## config.mk

```make
export PLATFORM = sky130hd
export DESIGN_NAME = alu_reg_sequencer
export DESIGN_NICKNAME = d
export VERILOG_FILES = /design/src/rtl/alu_reg_sequencer.sv
export SDC_FILE = /design/constraint.sdc
export NUM_CORES = 1
export LEC_CHECK = 0
export ABC_AREA = 1
export CAP_MARGIN = 10
export CORE_ASPECT_RATIO = 0.9
export CORE_MARGIN = 2
export CORE_UTILIZATION = 40
export CTS_CLUSTER_DIAMETER = 40
export DETAILED_ROUTE_END_ITERATION = 10
export PLACE_DENSITY = 0.83
export SLEW_MARGIN = 10
export SYNTH_ARGS = -nofsm -noshare
export SYNTH_HDL_FRONTEND = slang
export SYNTH_SLANG_ARGS = --single-unit
```

## constraint.sdc

```tcl
create_clock -name CLK -period 2.45 [get_ports CLK]
set_input_delay 0.245 -clock CLK [delete_from_list [all_inputs] [get_ports CLK]]
set_output_delay 0.245 -clock CLK [all_outputs]
set_load 0.02 [all_outputs]
```

## src/rtl/alu_reg_sequencer.sv

```systemverilog
// alu_reg_sequencer
// Microinstruction sequencer for the ALU / register-bank / RAM datapath.
// One microinstruction is accepted per handshake. Its fields are registered
// onto the datapath controls, held for SETTLE_CYCLES, then a single-cycle
// latch enable fires, followed by a single-cycle write cycle (register bank
// and/or RAM write enables plus a done pulse). A carry flag is kept between
// instructions.
//
// Handshake: UI_VALID/UI_READY. A transfer happens on the rising CLK edge
// where both are high. UI_READY is high only in IDLE (and never during or
// right at reset) and does not depend on UI_VALID. The fields are sampled
// only at the transfer edge; later changes on UI_* are ignored.
//
// Ports:
//   CLK, RST_N                clock (rising edge), async active-low reset
//   UI_VALID / UI_READY       microinstruction handshake
//   UI_SEL_A/B, UI_C_SEL      operand/destination register selects
//   UI_ALUC, UI_SHIFT         ALU opcode, shifter select
//   UI_KMX_SEL, UI_KMX        constant operand select and value
//   UI_USE_CY                 feed the carry flag into the ALU
//   UI_WB, UI_RAM_WE          write result to register bank / RAM
//   UI_RAM_ADDR               RAM address
//   CY_OUT                    ALU carry out
//   SEL_A_RB .. RAM_ADDR      registered datapath controls
//   CY_IN                     carry into the ALU
//   LATCH_EN, REGBANK_WE,
//   RAM_WE, UI_DONE           one-cycle pulses
//   CY_FLAG                   architectural carry flag
//   INSTR_CNT, BUSY_CNT       performance counters (only with SEQ_PERF_CNT_EN)
//   state_dbg                 current FSM state (IDLE=0 SETTLE=1 LATCH=2 WRITE=3)
//
// Optional feature macro: SEQ_PERF_CNT_EN adds INSTR_CNT and BUSY_CNT.

module alu_reg_sequencer #(
  parameter int DATA_W        = 16,
  parameter int SEL_W         = 6,
  parameter int ADDR_W        = 10,
  parameter int SETTLE_CYCLES = 1
) (
  input  logic              CLK,
  input  logic              RST_N,
  input  logic              UI_VALID,
  output logic              UI_READY,
  input  logic [SEL_W-1:0]  UI_SEL_A,
  input  logic [SEL_W-1:0]  UI_SEL_B,
  input  logic [SEL_W-1:0]  UI_C_SEL,
  input  logic [3:0]        UI_ALUC,
  input  logic [1:0]        UI_SHIFT,
  input  logic              UI_KMX_SEL,
  input  logic [DATA_W-1:0] UI_KMX,
  input  logic              UI_USE_CY,
  input  logic              UI_WB,
  input  logic              UI_RAM_WE,
  input  logic [ADDR_W-1:0] UI_RAM_ADDR,
  input  logic              CY_OUT,
  output logic [SEL_W-1:0]  SEL_A_RB,
  output logic [SEL_W-1:0]  SEL_B_RB,
  output logic [SEL_W-1:0]  C_SEL_RB,
  output logic [3:0]        ALUC_IN,
  output logic [1:0]        SHIFTER_SEL,
  output logic              Y_X_KMX_SEL,
  output logic [DATA_W-1:0] Y_KMX,
  output logic [ADDR_W-1:0] RAM_ADDR,
  output logic              CY_IN,
  output logic              LATCH_EN,
  output logic              REGBANK_WE,
  output logic              RAM_WE,
  output logic              CY_FLAG,
  output logic              UI_DONE,
`ifdef SEQ_PERF_CNT_EN
  output logic [15:0]       INSTR_CNT,
  output logic [15:0]       BUSY_CNT,
`endif
  output logic [1:0]        state_dbg
);

  typedef enum logic [1:0] {
    IDLE   = 2'd0,
    SETTLE = 2'd1,
    LATCH  = 2'd2,
    WRITE  = 2'd3
  } state_t;

  state_t     state, state_nx;
  logic [3:0] cnt, cnt_nx;
  // Set on the first clock edge after reset release; keeps UI_READY low
  // while reset is asserted even though the state is already IDLE.
  logic       run_q;
  logic       wb_q, ram_we_q, use_cy_q;
  logic       accept;

  assign accept    = UI_VALID && UI_READY;
  assign state_dbg = state;
  assign CY_IN     = use_cy_q & CY_FLAG;

  always_comb begin
    state_nx   = state;
    cnt_nx     = cnt;
    UI_READY   = 1'b0;
    LATCH_EN   = 1'b0;
    REGBANK_WE = 1'b0;
    RAM_WE     = 1'b0;
    UI_DONE    = 1'b0;
    case (state)
      IDLE: begin
        UI_READY = run_q;
        if (UI_VALID && run_q) begin
          state_nx = SETTLE;
          cnt_nx   = 4'(SETTLE_CYCLES);
        end
      end
      SETTLE: begin
        // Loaded with SETTLE_CYCLES, leaves when it reads 1: exactly
        // SETTLE_CYCLES cycles spent here.
        if (cnt <= 4'd1) state_nx = LATCH;
        else             cnt_nx   = cnt - 4'd1;
      end
      LATCH: begin
        LATCH_EN = 1'b1;
        state_nx = WRITE;
      end
      WRITE: begin
        REGBANK_WE = wb_q;
        RAM_WE     = ram_we_q;
        UI_DONE    = 1'b1;
        state_nx   = IDLE;
      end
      default: state_nx = IDLE;
    endcase
  end

  always_ff @(posedge CLK or negedge RST_N) begin
    if (!RST_N) begin
      state       <= IDLE;
      cnt         <= '0;
      run_q       <= 1'b0;
      wb_q        <= 1'b0;
      ram_we_q    <= 1'b0;
      use_cy_q    <= 1'b0;
      CY_FLAG     <= 1'b0;
      SEL_A_RB    <= '0;
      SEL_B_RB    <= '0;
      C_SEL_RB    <= '0;
      ALUC_IN     <= '0;
      SHIFTER_SEL <= '0;
      Y_X_KMX_SEL <= 1'b0;
      Y_KMX       <= '0;
      RAM_ADDR    <= '0;
    end else begin
      state <= state_nx;
      cnt   <= cnt_nx;
      run_q <= 1'b1;
      // Controls stay at their last value in IDLE to avoid datapath toggling.
      if (accept) begin
        SEL_A_RB    <= UI_SEL_A;
        SEL_B_RB    <= UI_SEL_B;
        C_SEL_RB    <= UI_C_SEL;
        ALUC_IN     <= UI_ALUC;
        SHIFTER_SEL <= UI_SHIFT;
        Y_X_KMX_SEL <= UI_KMX_SEL;
        Y_KMX       <= UI_KMX;
        RAM_ADDR    <= UI_RAM_ADDR;
        wb_q        <= UI_WB;
        ram_we_q    <= UI_RAM_WE;
        use_cy_q    <= UI_USE_CY;
      end
      // Carry is captured at the end of the latch cycle whether or not the
      // instruction consumed it.
      if (state == LATCH) CY_FLAG <= CY_OUT;
    end
  end

`ifdef SEQ_PERF_CNT_EN
  always_ff @(posedge CLK or negedge RST_N) begin
    if (!RST_N) begin
      INSTR_CNT <= '0;
      BUSY_CNT  <= '0;
    end else begin
      if (UI_DONE)       INSTR_CNT <= INSTR_CNT + 16'd1;
      if (state != IDLE) BUSY_CNT  <= BUSY_CNT + 16'd1;
    end
  end
`endif

endmodule
```

---- Word-level counts from Yosys, hierarchy flattened ----
Cells that the tools add are included.
cells by class
  $mul .................................... 0
  equality and inequality tests ........... 6
  reductions and logical operators ........ 6
  $add $sub $neg .......................... 1
  multiplexer cells ....................... 11
  order comparisons ....................... 1
  shifts and indexed selects .............. 0
  div/mod/pow operators ................... 0
  bitwise gates (word level) .............. 1
operators with widths
  cell                                                            count
  two-way mux 4 bit                                               2
  one-hot mux 2 bit (4 select lines)                              1
  one-hot mux 4 bit (2 select lines)                              1
  inequality test 2 bit, second input constant                    3
  two-way mux 1 bit                                               5
  equality test 2 bit, second input constant                      2
  less-or-equal comparator 4 x 1 -> 1 bit, second input constant  1
  two-way mux 2 bit                                               2
  subtractor 4 x 1 -> 4 bit, second input constant                1
  AND reduction 3 bit                                             1
  equality test 2 x 1 -> 1 bit, second input constant             1
  logical AND 1 bit                                               2
  logical NOT 2 bit                                               1
  AND reduction 2 bit                                             1
  nonzero test 2 bit                                              1
  bitwise AND 1 bit                                               1
word-level totals
  bits in registers ....................... 62
  latch bits .............................. 0
  bits of input ports ..................... 58
  output and inout bits ................... 60
  memory bits (writable) .................. 0
  memories kept ........................... 0
  bits in read-only memories .............. 0

---- Longest topological paths before layout ----
Gate-level depths: netlist (run 1).
  depth after elaboration ................. 3
  gate-level depth with buffers ........... 9
  depth with buffers taken out ............ 9

---- Worst setup path after synthesis (run 1) ----
Ideal clock, no wire load.
  path kind ............................... reg2out
  start point ............................. register state[0], in the netlist state_dbg[0]
  end point ............................... output UI_READY
  path buffers ............................ 2
  setup slack ............................. 0.991 ns
  data arrival time ....................... 1.214 ns
  data required time ...................... 2.205 ns
  stages on the path, launching flop included .. 7
  path through ............................ dfrtp_1 inv_1 ha_1 nand2_1 inv_2 buf_8 buf_6
on the way
  cells in the longest elaborated chain, start to end .. 2
ends and longest elaborated chain
  element                 line  RTL
  start, declared         84    state_t state, state_nx;
  start signal, assigned  150   state <= state_nx;
  logical NOT 2 bit       104   case (state)
  two-way mux 1 bit       104
  end, declared           43    output logic UI_READY,
Every way passes these cells.

---- Worst setup path after layout (run 1) ----
Ends and elaborated chain as after synthesis.

==> flow_summary.json, run 1 <==
{
  "post_cts_buffers": 0,
  "ys_seq_elements": 62,
  "maxSlewHeadroom": 0.5024,
  "vias": 2388,
  "fmax_ghz": 0.4669,
  "yosysTopAreaCellShare": 0.5667,
  "clock_latency_ns": 0.33,
  "insertedDiodeCount": 0,
  "dp_hpwl_um": 4805,
  "grt_use_total": 0.1892,
  "cts_buffers": 9,
  "grt.overflow.total": 0,
  "firstDrtPassIters": 4,
  "synth_cells": 305,
  "setup-tns-final_ns": 0,
  "cp.arrival_ns": 1.90,
  "drv_slew": 0,
  "synth_fp_nets": 370,
  "ios": 118,
  "yosysTopAreaCell": "dfrtp_1",
  "p_leak_nw": 2.037,
  "clk_pin_slew_worst_paths_ns": 0.07,
  "start_util": 0.4157,
  "mostFrequentLayoutCells": "nand2_1, clkdlybuf4s50_1, dfrtp_1",
  "wl_um": 6808,
  "yosys_warnings": 0,
  "htree_levels": 3,
  "area_growth_pct": 49.41,
  "regToRegSetupSlack_ns": 0.80,
  "cts_tree": "done",
  "irDropWorstVdd_uv": 570.1,
  "rows": 28,
  "grt_first_pass_wirelength_um": 11100,
  "fin_nets": 486,
  "die_h_um": 82.49,
  "outcome": "completed",
  "drtIter0Drc": 107,
  "wl_per_cell_um": 13.22,
  "grt_pass1_vias": 2392,
  "crit_type": "reg -> out",
  "drc": 0,
  "synth.distinct_cells": 17,
  "ys_seq_area_frac": 0.5667,
  "dp.cells": 499,
  "antenna_found_initial": 0,
  "clk_path_buf_depth": 2,
  "hp-class": "in -> reg",
  "cp-end-kind": "output pin",
  "grt_start_max_net_pins": 55,
  "fin_crit_sh": 0.8741,
  "final_common_cell": "nand2_1",
  "hold_viol": 0,
  "tightestPinTransition_ns": 0.7464,
  "final_cells": 515,
  "core_area_um2": 6586,
  "startpoint_type": "register",
  "drive_gt1_frac": 0.05412,
  "post_cts_resize_count": 0,
  "cp_data_required_time_ns": 2.20,
  "critPathMaxStageDelay_ns": 0.63,
  "syn_avg_cell_area_um2": 8.976,
  "drv_cap": 0,
  "io_buffer_count": 117,
  "cts_root_buffer": "clkbuf_8",
  "power.density_nw_per_um2": 1299,
  "rsz0062_at_grt": "no",
  "gp_congestion": 0.7786,
  "die-area_um2": 7523,
  "vias_per_cell": 4.637,
  "ys_top_cells_by_area": "dfrtp_1, nand2_1, nand3_1",
  "cts.sinks": 62,
  "setup_viol_count_final": 0,
  "postRouteAntennaNets": 0,
  "cp_max_fo": 9,
  "final.min_clock_period_ns": 2.142,
  "syn-cell-area_um2": 2738,
  "fp.dieW_um": 91.21,
  "skew_ns": 0.007800,
  "path_cells": "inv_1 > ha_1 > nand2_1 > inv_2 > clkdlybuf4s50_1",
  "cp_slowest_cell": "clkdlybuf4s50_1"
}
[kinds of logic (layout without fill, tap and decap cells)]
family	count (synthesis)	count (layout)	synth area share
XOR/XNOR	1	1	0.003200
buffers and inverters	30	150	0.08226
multiplexers	1	1	0.004113
adder cells (fa/ha/maj)	7	7	0.03199
flip-flops	62	62	0.5667
AND/OR/NAND/NOR	200	200	0.3048
AO/OA/AOI/OAI	3	3	0.005483
other	1	1	0.001370
[layer usage]
layer,share of wire,GRT usage,vias up
met2,0.49,0.3244,77
met1,0.44,0.2368,1116
met5,0,0,-
li1,-,-,1186
met4,0.012,0.07121,0
met3,0.056,0.04537,9
[registers in the layout (all words and copies together), names as in the netlist, 2 cells and up]
signal       count
state_dbg        2
SHIFTER_SEL      2
Y_KMX           16
cnt              4
SEL_B_RB         6
SEL_A_RB         6
RAM_ADDR        10
ALUC_IN          4
C_SEL_RB         6
[Yosys cell counts]
cell type / number
buf_8: 1
inv_2: 1
xnor2_1: 1
o21ai_1: 2
or2_1: 1
ha_1: 7
conb_1: 1
o21ai_0: 1
nand2_1: 133
inv_1: 12
nor2_1: 6
mux2_2: 1
nand2_4: 1
buf_6: 11
buf_4: 5
nand3_1: 59
dfrtp_1: 62
[worst max-delay path, delay by kind of cell (launching register included)]
| kind | cells | cell delay (ns) |
|---|---|---|
| adder cells (fa/ha/maj) | 1 | 0.19 |
| buffers and inverters | 3 | 0.90 |
| flip-flops | 1 | 0.43 |
| AND/OR/NAND/NOR | 1 | 0.07 |
[timing repair]
item	CTS	global route
hold endpoints to repair	6	0
setup endpoints to repair	0	0
hold buffers	1	0
[metrics by stage]
step                hold slack (ns)  worst slack, ns  power (mW)  area, um2    util
global placement             0.3443           0.6958       4.297       3877  0.5887
finish                       0.4695           0.3084       5.312       4090  0.6210
floorplan                  -0.05059           0.9909       3.212       2738       -
CTS                          0.4565           0.2855       5.371       4090  0.6210
global route                 0.4763           0.2094       5.692       4090  0.6210
detailed placement           0.3488           0.6467       4.385       3877  0.5887
[layout make-up]
class                      instances  area (um2)
tap                               90       112.6
inverter                          13       48.80
sequential                        62        1551
fill                             607        2496
timing repair buffer             122        1214
clock buffer                      10       127.6
multi-input combinational        213       960.9
clock inverter                     5       75.07
[report_power, final]
group / switching (mW) / internal, mW
clock: 0.377 / 0.562
sequential: 0.288 / 1.49
combinational: 1.42 / 1.17
[final timing paths]
check                                  start     endpoint  cells after the start
worst max-delay path            state_dbg[0]     UI_READY                      5
worst min-delay path             UI_SEL_B[5]  SEL_B_RB[5]                      3
worst max register to register  state_dbg[0]  SEL_A_RB[3]                      7
worst min register to register   RAM_ADDR[1]  RAM_ADDR[1]                      2
max in group asynchronous              RST_N    Y_KMX[10]                      3
min in group asynchronous              RST_N  RAM_ADDR[5]                      2
Power figures use the tool's default switching activity.
==> inputs of run 2 (changes only) <==
SLEW_MARGIN = not set   (was 10)
clock period = 2.39 ns   (was 2.45 ns; I/O delays follow)
==> run 2 against run 1 <==
Compared with the run above: die area stayed put; critical path depth stayed put; clock-buffer cell count is 2 higher; global-route usage is 0.56 points lower; flip-flop and latch count stayed put; wire length is 2.1% lower; total power is 1.6% lower; combinational power is 2% higher; highest routed layer unchanged.
==> flow_summary.json, run 2 (synthesis results as in run 1) <==
{
  "regToRegSetupSlack_ns": 0.73,
  "cts_tree": "done",
  "crit_type": "reg -> out",
  "cts.sinks": 62,
  "r2r-start": "state_dbg[0]",
  "die_h_um": 82.49,
  "hp-class": "in -> reg",
  "whs_path_depth": 3,
  "critPathMaxStageDelay_ns": 0.63,
  "setup-tns-final_ns": 0,
  "fin_crit_sh": 0.8978,
  "grt.overflow.total": 0,
  "vias": 2359,
  "post_cts_resize_count": 0,
  "clk_path_buf_depth": 2,
  "cp_data_required_time_ns": 2.15,
  "worstRegToRegCells": 7,
  "htree_levels": 3,
  "fillers": 600,
  "maxSlewHeadroom": 0.5465,
  "p_leak_nw": 2.018,
  "r2r-end": "RAM_ADDR[0]",
  "die-area_um2": 7523,
  "drive_gt1_frac": 0.05176,
  "start_util": 0.4157,
  "cp_max_fo": 9,
  "rsz0062_at_grt": "no",
  "final.min_clock_period_ns": 2.146,
  "firstDrtPassIters": 4,
  "cp-end-kind": "output pin",
  "power.density_nw_per_um2": 1290,
  "rows": 28,
  "drtIter0Drc": 124,
  "path_cells": "inv_1 > ha_1 > nand2_1 > inv_2 > clkdlybuf4s50_1",
  "fp.dieW_um": 91.21,
  "min_to": "RAM_ADDR[1]",
  "grt_pass1_vias": 2306,
  "drc": 0,
  "cp.arrival_ns": 1.91,
  "cts_root_buffer": "clkbuf_8",
  "tightestPinTransition_ns": 0.6802,
  "fin_nets": 487,
  "clock_latency_ns": 0.33,
  "outcome": "completed",
  "drv_slew": 0,
  "postRouteAntennaNets": 0,
  "antenna_found_initial": 0,
  "grt_start_max_net_pins": 55,
  "wl_per_cell_um": 12.94,
  "drv_cap": 0,
  "gp_congestion": 0.8111,
  "ios": 118,
  "largest-register": "Y_KMX",
  "min_from": "UI_VALID",
  "largest_reg_flops": 16,
  "clk_pin_slew_worst_paths_ns": 0.06,
  "dp_hpwl_um": 4744,
  "vias_per_cell": 4.581,
  "startpoint_type": "register",
  "cts_buffers": 9,
  "skew_ns": 0.008445,
  "final_common_cell": "nand2_1",
  "insertedDiodeCount": 0,
  "wl_um": 6664,
  "io_buffer_count": 117,
  "place_area_um2": 3885,
  "finalCoreUtilization": 0.6149,
  "fmax_ghz": 0.4660,
  "dp.cells": 500,
  "grt_use_total": 0.1837,
  "irDropWorstVdd_uv": 544.2,
  "final_cells": 515,
  "hold_viol": 0,
  "area_growth_pct": 47.94,
  "setup_viol_count_final": 0,
  "mostFrequentLayoutCells": "nand2_1, clkdlybuf4s50_1, dfrtp_1",
  "fin_area_um2": 4050,
  "grt_first_pass_wirelength_um": 10820,
  "core_area_um2": 6586,
  "cp_slowest_cell": "clkdlybuf4s50_1",
  "reg_top3": "Y_KMX: 16 flops, RAM_ADDR: 10 flops"
}
==> run 2: routing by layer <==
metal,up-vias,GRT usage,part of all wire
li1,1188,-,-
met3,4,0.04265,0.057
met2,76,0.3044,0.48
met4,0,0.07727,0.0093
met5,-,0,0
met1,1091,0.2359,0.45
==> run 2: worst max path at each step <==
stage                 start  endpoint  slack [ns]  depth (start not counted)
6_report       state_dbg[0]  UI_READY        0.24                          5
4_1_cts        state_dbg[0]  UI_READY        0.23                          5
3_5_place_dp   state_dbg[0]  UI_READY        0.60                          5
3_3_place_gp   state_dbg[0]  UI_READY        0.64                          5
5_1_grt        state_dbg[1]  UI_READY        0.16                          5
2_1_floorplan  state_dbg[0]  UI_READY        0.94                          6
==> run 2: final cells by class <==
class	instances	area (um2)	share of cell area
Inverter	13	48.80	0.01205
Clock buffer	12	145.1	0.03584
Timing Repair Buffer	123	1221	0.3015
Tap cell	90	112.6	0.02780
Sequential cell	62	1551	0.3831
Multi-Input combinational cell	213	960.9	0.2373
Clock inverter	2	10.01	0.002471
==> run 2: report_power, final <==
group	leakage, nW	switching (mW)	internal, mW
Sequential	0.773	0.295	1.53
Clock	0.0821	0.367	0.390
Combinational	1.16	1.44	1.20
==> run 2: per-stage QoR <==
| step | hold slack, ns | power, mW | setup slack [ns] |
|---|---|---|---|
| 5_1_grt | 0.3490 | 5.590 | 0.1611 |
| 2_1_floorplan | -0.05659 | 3.292 | 0.9369 |
| 3_3_place_gp | 0.3239 | 4.404 | 0.6367 |
| 4_1_cts | 0.3054 | 5.278 | 0.2275 |
| 6_report | 0.3168 | 5.224 | 0.2443 |
| 3_5_place_dp | 0.3183 | 4.488 | 0.5960 |
==> run 2: repair_timing <==
action                                 4_1_cts  5_1_grt
endpoints found under the hold margin       30        0
buffers inserted                             0        0
hold buffers                                 1        0
==> run 2: critical path, delay by kind of cell, from the launching register on <==
| kind | cells | cell delay (ns) |
|---|---|---|
| buf+inv | 3 | 0.90 |
| fa+ha+maj | 1 | 0.20 |
| simple gates | 1 | 0.07 |
| flops | 1 | 0.42 |
==> inputs of run 3 (changes only) <==
PLACE_DENSITY = 0.76   (was 0.83)
==> run 3 against run 2 <==
Compared with the run above: critical path type unchanged; critical endpoint unchanged; flip-flop and latch count did not move; worst hold slack improved by 0.034 ns; sequential share of layout area fell by 0.11 points.
==> flow_summary.json, run 3 (synthesis results as in run 1) <==
{
  "outcome": "completed",
  "fin_crit_sh": 0.9379,
  "hp-class": "in -> reg",
  "largest-register": "Y_KMX",
  "gp_congestion": 0.7672,
  "largest_reg_flops": 16,
  "skew_ns": 0.007466,
  "crit_end": "UI_READY",
  "mostFrequentLayoutCells": "nand2_1, clkdlybuf4s50_1, dfrtp_1",
  "maxSlewHeadroom": 0.6332,
  "grt.overflow.total": 0,
  "drive_gt1_frac": 0.05634,
  "clock_latency_ns": 0.33,
  "die-area_um2": 7523,
  "clk_path_buf_depth": 2,
  "cp.arrival_ns": 2.00,
  "rows": 28,
  "core_area_um2": 6586,
  "cp_data_required_time_ns": 2.15,
  "die_h_um": 82.49,
  "power.density_nw_per_um2": 1297,
  "setup_viol_count_final": 0,
  "cp-end-kind": "output pin",
  "cts.sinks": 62,
  "post_cts_resize_count": 0,
  "irDropWorstVdd_uv": 605.6,
  "cts_tree": "done",
  "tightestPinTransition_ns": 0.5497,
  "wl_per_cell_um": 12.56,
  "area_growth_pct": 48.35,
  "htree_levels": 3,
  "cp_max_fo": 15,
  "antenna_found_initial": 0,
  "rsz0062_at_grt": "no",
  "grt_start_max_net_pins": 55,
  "vias": 2358,
  "insertedDiodeCount": 0,
  "fp.dieW_um": 91.21,
  "setup-tns-final_ns": 0,
  "io_buffer_count": 117,
  "dp_hpwl_um": 4576,
  "drtIter0Drc": 84,
  "p_leak_nw": 2.021,
  "startpoint_type": "register",
  "postRouteAntennaNets": 0,
  "final_common_cell": "nand2_1",
  "r2r-end": "use_cy_q",
  "drv_slew": 0,
  "regToRegSetupSlack_ns": 0.62,
  "reg_top3": "Y_KMX: 16 flops, RAM_ADDR: 10 flops",
  "worstRegToRegCells": 7,
  "ios": 118,
  "wl_um": 6482,
  "final.min_clock_period_ns": 2.242,
  "fin_nets": 486,
  "post_cts_buffers": 0,
  "start_util": 0.4157,
  "firstDrtPassIters": 4,
  "crit_start": "state_dbg[0]",
  "whs_path_depth": 3,
  "grt_pass1_vias": 2326,
  "vias_per_cell": 4.570,
  "grt_first_pass_wirelength_um": 10870,
  "r2r-start": "state_dbg[0]",
  "drv_cap": 0,
  "grt_use_total": 0.1851,
  "cts_buffers": 9,
  "drc": 0,
  "fmax_ghz": 0.4461,
  "clk_pin_slew_worst_paths_ns": 0.06,
  "finalCoreUtilization": 0.6166,
  "cts_root_buffer": "clkbuf_8",
  "crit_type": "reg -> out",
  "hold_viol": 0
}
==> run 3: final cells by class <==
class                   count  area, um2
clock inverters             3      17.52
inverters                  13      48.80
well taps                  90      112.6
repair buffers            122       1201
multi-input cells         213      960.9
clock buffers              13      168.9
fillers                   584       2525
flip-flops and latches     62       1551
==> run 3: how the worst min path moves through the flow <==
stage	from	to	slack (ns)
6_report	UI_VALID	SEL_A_RB[3]	0.35
4_1_cts	UI_VALID	SEL_A_RB[3]	0.34
5_1_grt	UI_VALID	wb_q	0.35
2_1_floorplan	RST_N	ALUC_IN[0]	-0.06
3_3_place_gp	RST_N	RAM_ADDR[2]	0.22
3_5_place_dp	RST_N	RAM_ADDR[0]	0.22
==> run 3: report_power, final <==
group          switching, mW  internal, mW  total, mW
clock                  0.383         0.458      0.841
sequential             0.283          1.53       1.81
combinational           1.42          1.19       2.61
==> run 3: metal layers <==
layer	vias up	global-route usage	wire (um)
met5	-	0	0
met4	0	0.04091	47
met3	5	0.07078	426
met2	84	0.2978	2995
met1	1081	0.2415	3012
li1	1188	-	-
==> run 3: critical path: stages (launching register included) <==
cell and delay [ns]:
dfrtp_1 0.42, inv_1 0.12, ha_1 0.20, nand2_1 0.07
inv_2 0.20, clkdlybuf4s50_1 0.66
==> run 3: stage by stage <==
stage	area, um2	total power, mW	cells	worst slack [ns]	hold WS [ns]
2_1_floorplan	2738	3.292	305	0.9369	-0.05659
3_3_place_gp	3865	4.408	499	0.5485	0.2204
3_5_place_dp	3865	4.462	499	0.4943	0.2208
4_1_cts	4061	5.330	516	0.1268	0.3371
5_1_grt	4061	5.654	516	0.01902	0.3472
6_report	4061	5.267	516	0.1483	0.3505
==> run 3: timing repair <==
action | CTS | global route
hold buffers | 1 | 0
endpoints found under the hold margin | 19 | 0
endpoints found under the setup margin | 0 | 0
